--- src/rtl/spram_arbiter.sv ---
// spram_arbiter
//   Two-port round-robin arbiter in front of a single-port RAM with a
//   registered (1-cycle) read port. At most one request is accepted per
//   cycle. The accepted request drives the RAM in the same cycle. A read
//   returns its data to the requesting port in the following cycle.
//
// Ports
//   clk, rst          clock, synchronous active-high reset
//   arb_en            when low, no new grants are issued
//   req_*_0/1         request channel per port (valid/ready/we/addr/wdata)
//   resp_*_0/1        read response per port (single-cycle valid pulse)
//   ram_*             RAM side: en (read enable), we, addr, din, dout
//   grant_cnt_0/1     saturating 16-bit count of accepted requests
module spram_arbiter #(
  parameter  int WIDTH = 32,
  parameter  int DEPTH = 32,
  localparam int AW    = $clog2(DEPTH)
) (
  input  logic             clk,
  input  logic             rst,
  input  logic             arb_en,
  input  logic             req_valid_0,
  output logic             req_ready_0,
  input  logic             req_we_0,
  input  logic [AW-1:0]    req_addr_0,
  input  logic [WIDTH-1:0] req_wdata_0,
  output logic             resp_valid_0,
  output logic [WIDTH-1:0] resp_rdata_0,
  input  logic             req_valid_1,
  output logic             req_ready_1,
  input  logic             req_we_1,
  input  logic [AW-1:0]    req_addr_1,
  input  logic [WIDTH-1:0] req_wdata_1,
  output logic             resp_valid_1,
  output logic [WIDTH-1:0] resp_rdata_1,
  output logic             ram_en,
  output logic             ram_we,
  output logic [AW-1:0]    ram_addr,
  output logic [WIDTH-1:0] ram_din,
  input  logic [WIDTH-1:0] ram_dout,
  output logic [15:0]      grant_cnt_0,
  output logic [15:0]      grant_cnt_1
);

  logic gnt_0;
  logic gnt_1;
  logic last_gnt;    // port granted most recently; the other port wins a tie
  logic pend_valid;  // a read was accepted last cycle
  logic pend_port;   // owner of that read

  function automatic logic [15:0] sat_inc(input logic [15:0] cnt);
    if (cnt == 16'hFFFF) begin
      return cnt;
    end else begin
      return cnt + 16'd1;
    end
  endfunction

  // Grant decision: a lone request wins; on a tie the port not last granted wins.
  always_comb begin
    gnt_0 = 1'b0;
    gnt_1 = 1'b0;
    if (!rst && arb_en) begin
      gnt_0 = req_valid_0 & (~req_valid_1 | last_gnt);
      gnt_1 = req_valid_1 & (~req_valid_0 | ~last_gnt);
    end else begin
      gnt_0 = 1'b0;
      gnt_1 = 1'b0;
    end
  end

  assign req_ready_0 = gnt_0;
  assign req_ready_1 = gnt_1;

  // RAM command mux; idle cycles still present port 0's address and data.
  always_comb begin
    ram_addr = req_addr_0;
    ram_din  = req_wdata_0;
    ram_en   = 1'b0;
    ram_we   = 1'b0;
    if (gnt_1) begin
      ram_addr = req_addr_1;
      ram_din  = req_wdata_1;
      ram_en   = ~req_we_1;
      ram_we   = req_we_1;
    end else if (gnt_0) begin
      ram_en   = ~req_we_0;
      ram_we   = req_we_0;
    end else begin
      ram_en   = 1'b0;
      ram_we   = 1'b0;
    end
  end

  // Response routing: RAM output arrives one cycle after the read accept, so
  // the valid is decoded from the pending register. Gating with rst drops a
  // response whose cycle coincides with reset.
  assign resp_valid_0 = pend_valid & ~pend_port & ~rst;
  assign resp_valid_1 = pend_valid &  pend_port & ~rst;
  assign resp_rdata_0 = resp_valid_0 ? ram_dout : {WIDTH{1'b0}};
  assign resp_rdata_1 = resp_valid_1 ? ram_dout : {WIDTH{1'b0}};

  // Arbitration state, response owner pipeline and grant counters.
  always_ff @(posedge clk) begin
    if (rst) begin
      pend_valid  <= 1'b0;
      pend_port   <= 1'b0;
      last_gnt    <= 1'b1;
      grant_cnt_0 <= 16'h0000;
      grant_cnt_1 <= 16'h0000;
    end else begin
      pend_valid <= ram_en;
      pend_port  <= gnt_1;
      if (gnt_0) begin
        last_gnt    <= 1'b0;
        grant_cnt_0 <= sat_inc(grant_cnt_0);
      end else if (gnt_1) begin
        last_gnt    <= 1'b1;
        grant_cnt_1 <= sat_inc(grant_cnt_1);
      end else begin
        last_gnt    <= last_gnt;
      end
    end
  end

endmodule

--- config.mk ---
export PLATFORM = sky130hd
export DESIGN_NAME = spram_arbiter
export DESIGN_NICKNAME = d
export VERILOG_FILES = /design/src/rtl/spram_arbiter.sv
export SDC_FILE = /design/constraint.sdc
export NUM_CORES = 1
export LEC_CHECK = 0
export BUFFER_PORTS_ARGS = -buffer_cell sky130_fd_sc_hd__buf_2
export CAP_MARGIN = 10
export CORE_AREA = 3 3 96 98
export CTS_CLUSTER_DIAMETER = 40
export CTS_CLUSTER_SIZE = 10
export DETAILED_ROUTE_END_ITERATION = 6
export DIE_AREA = 0 0 99 101
export GPL_ROUTABILITY_DRIVEN = 0
export HOLD_SLACK_MARGIN = 0.06
export PLACE_DENSITY = 0.81
export SLEW_MARGIN = 20
export SYNTH_ARGS = -nofsm -noshare
export SYNTH_HDL_FRONTEND = slang
export SYNTH_SLANG_ARGS = --single-unit
--- constraint.sdc ---
create_clock -name clk -period 4 [get_ports clk]
set_input_delay 0.2 -clock clk [delete_from_list [all_inputs] [get_ports clk]]
set_output_delay 0.2 -clock clk [all_outputs]
set_load 0.02 [all_outputs]
==> impl_metrics.env <==
export IMPL_grt_max_degree=47
export IMPL_cts_sinks=35
export IMPL_worst_pin_slew_ns=0.986
export IMPL_die_x_um=99
export IMPL_io_pins=252
export IMPL_areaGrowthSynthToFinish_pct=55.4
export IMPL_num_vias=3433
export IMPL_rsz0062_at_grt="no"
export IMPL_fillCellCount=885
export IMPL_setup_slack_ns=1.47
export IMPL_setup_viol=0
export IMPL_syn_area_um2=2580
export IMPL_fp_dieArea_um2=10000
export IMPL_slew_limit_headroom=0.339
export IMPL_port_buffers=251
export IMPL_fmax_mhz=396
export IMPL_finClkSkew_ns=0.00898
export IMPL_vdd_drop_max_uv=132
export IMPL_min_period_over_period=0.631
export IMPL_dp_slack_ns=1.67
export IMPL_yosys_most_used_dff="dfxtp_1"
export IMPL_critPathMaxStageDelay_ns=0.76
export IMPL_fp_dieH_um=101
export IMPL_cts_hold_buffers=0
export IMPL_yosys_area_top_type_share=0.271
export IMPL_min_from="req_we_0"
export IMPL_yosys_area_top_type="dfxtp_1"
export IMPL_synth_common_cells="nand2_1, and2_1, dfxtp_1"
export IMPL_cts_max_level=2
export IMPL_synth_edf_count=0
export IMPL_cts_setup_buffers=0
export IMPL_synthDistinctLibCells=41
export IMPL_critPathTopFamily="buffers and inverters"
export IMPL_hold_path_depth=2
export IMPL_wl_mm=10.5
export IMPL_hold_violations=0
export IMPL_n_antenna_cell=0
export IMPL_setup_tns_ns=0
export IMPL_cp_arrival_ns=2.33
export IMPL_path_class="in2out"
export IMPL_synth_seq_cells=35
export IMPL_outcome="complete, no violations"
export IMPL_multi_input_area_um2=1800
export IMPL_grt_total_usage=0.186
export IMPL_drc_errors=0
export IMPL_regToRegEndpoint="grant_cnt_0[9]"
export IMPL_via_per_inst=4.65
export IMPL_cts_resized=0
export IMPL_regToRegSetupSlack_ns=2.08
export IMPL_clk_pin_slew_ns=0.08
export IMPL_initial_core_util=0.302
export IMPL_finalNetCount=744
export IMPL_clk_latency_ns=0.29
export IMPL_cp_start_kind="input port"
export IMPL_grt_pass1_wl_mm=15.0
export IMPL_critPathRequiredTime_ns=3.80
export IMPL_p_leak_nw=2.29
export IMPL_synth_area_leaders="dfxtp_1, nand2_1, and2_1"
export IMPL_path_cells="buf_2, a211o_1, clkinv_1, a22o_1, buf_2"
export IMPL_syn_avg_cell_area_um2=6.68
export IMPL_seq_area_frac_synth=0.271
export IMPL_holdPathEnd="pend_valid"
export IMPL_rows=34
export IMPL_finalMaxSlewViolations=0
export IMPL_wire_per_inst_um=14.2
export IMPL_path_buf_inv=3
export IMPL_yosysMostFrequentCell="nand2_1"
export IMPL_seqCellArea_um2=701
export IMPL_root_buffer="clkbuf_8"
export IMPL_fin_util=0.469
export IMPL_cap_violations=0
export IMPL_drtIter0Drc=106
export IMPL_p_per_area_nw_per_um2=204
export IMPL_cts_path_max_buffers=2
export IMPL_critPathMaxFanout=39
export IMPL_cpMostUsedCell="buf_2"
export IMPL_grt_pass1_vias=2843
export IMPL_antenna_found_initial=3
export IMPL_postSynthCellCount=387
export IMPL_synth_nets=502
export IMPL_drtPass1Iterations=5
export IMPL_crit_path_end_kind="output pin"
export IMPL_drive_gt1_frac=0.432
export IMPL_crit_slowest_cell="clkinv_1"
export IMPL_ys_warn_count=0
export IMPL_ant_nets=0
export IMPL_min_path_type="in2reg"
export IMPL_r2r_start="grant_cnt_0[0]"
export IMPL_hpwl_mm=8.39
export IMPL_reg2reg_depth=6
export IMPL_synthArstFlopShare=0
export IMPL_grt_ovfl_total=0
export IMPL_tritoncts="done"
export IMPL_core_um2=8550
export IMPL_cts_buffers=5
export IMPL_period_needed_ns=2.53
[layout by cell type (no fill, tap or decap), types with 2 or more instances in the layout]
master / count
and3_1: 2
o21ai_0: 4
buf_2: 251
o22ai_1: 2
inv_1: 5
and2_1: 65
nor4b_2: 2
mux2i_1: 4
a211oi_1: 3
dfxtp_1: 35
and4_1: 4
ha_1: 2
o211a_1: 2
nand3_1: 9
nand2_1: 129
buf_4: 2
clkinvlp_4: 2
nor3_1: 9
clkbuf_8: 5
a21oi_1: 4
nor2_1: 30
nor4_1: 8
xnor2_1: 21
nor3b_1: 2
nand4_1: 8
[how the worst max path moves through the flow]
stage / startpoint / endpoint / cells past startpoint
3_3_place_gp: rst / resp_rdata_1[10] / 5
5_1_grt: rst / ram_we / 5
6_report: rst / ram_we / 5
4_1_cts: last_gnt / ram_we / 4
3_5_place_dp: rst / ram_we / 5
2_1_floorplan: grant_cnt_0[0] / grant_cnt_0[9] / 6
[flip-flops by register name (all words and copies together), names as in the netlist]
register and flops:
last_gnt 1, grant_cnt_1 16, pend_valid 1, grant_cnt_0 16, pend_port 1
[per-layer routing]
metal / vias up / track usage / wire length [um]
met5: - / 0 / 0
met4: 0 / 0.0336 / 55
met3: 10 / 0.0339 / 837
met2: 141 / 0.297 / 4950
met1: 1533 / 0.263 / 4600
li1: 1749 / - / -
[through the flow]
step                area (um2)  total power [mW]  hold slack [ns]  instances
finish                    4010             0.821            0.145        738
global route              4010             0.857            0.139        738
CTS                       4010             0.829            0.123        738
detailed placement        3930             0.569            0.440        730
global placement          3930             0.569            0.448        730
floorplan                 2580             0.461            0.294        387
[layout make-up]
type	count	share of cell area
clock buffer	5	0.0171
clock inverter	3	0.00499
inverter	6	0.00561
multi-input combinational	328	0.447
sequential	35	0.175
tap	108	0.0337
timing repair buffer	253	0.317
[worst reg2reg max path: stages (launching register included)]
cell,delay (ns)
dfxtp_1,0.44
ha_1,0.23
and4_1,0.24
nor3b_1,0.52
nor3b_1,0.14
xnor2_1,0.17
nor2_1,0.05
[logic make-up (layout without fill, tap and decap cells)]
family	Yosys count	after routing	share of synthesized area
xor gates and xnor gates	21	21	0.0712
DFF	35	35	0.271
adders and majority gates	2	2	0.00968
buffers and inverters	24	267	0.0358
AOI/OAI and AO/OA	21	21	0.0576
and+or+nand+nor	279	279	0.535
muxes	5	5	0.0199
[power breakdown]
group	internal [mW]	leakage, nW	switching (mW)	total [mW]
registers	0.351	0.282	0.00312	0.354
logic	0.0837	1.97	0.123	0.207
clock network	0.121	0.0402	0.139	0.260
Power figures use the tool's default switching activity.
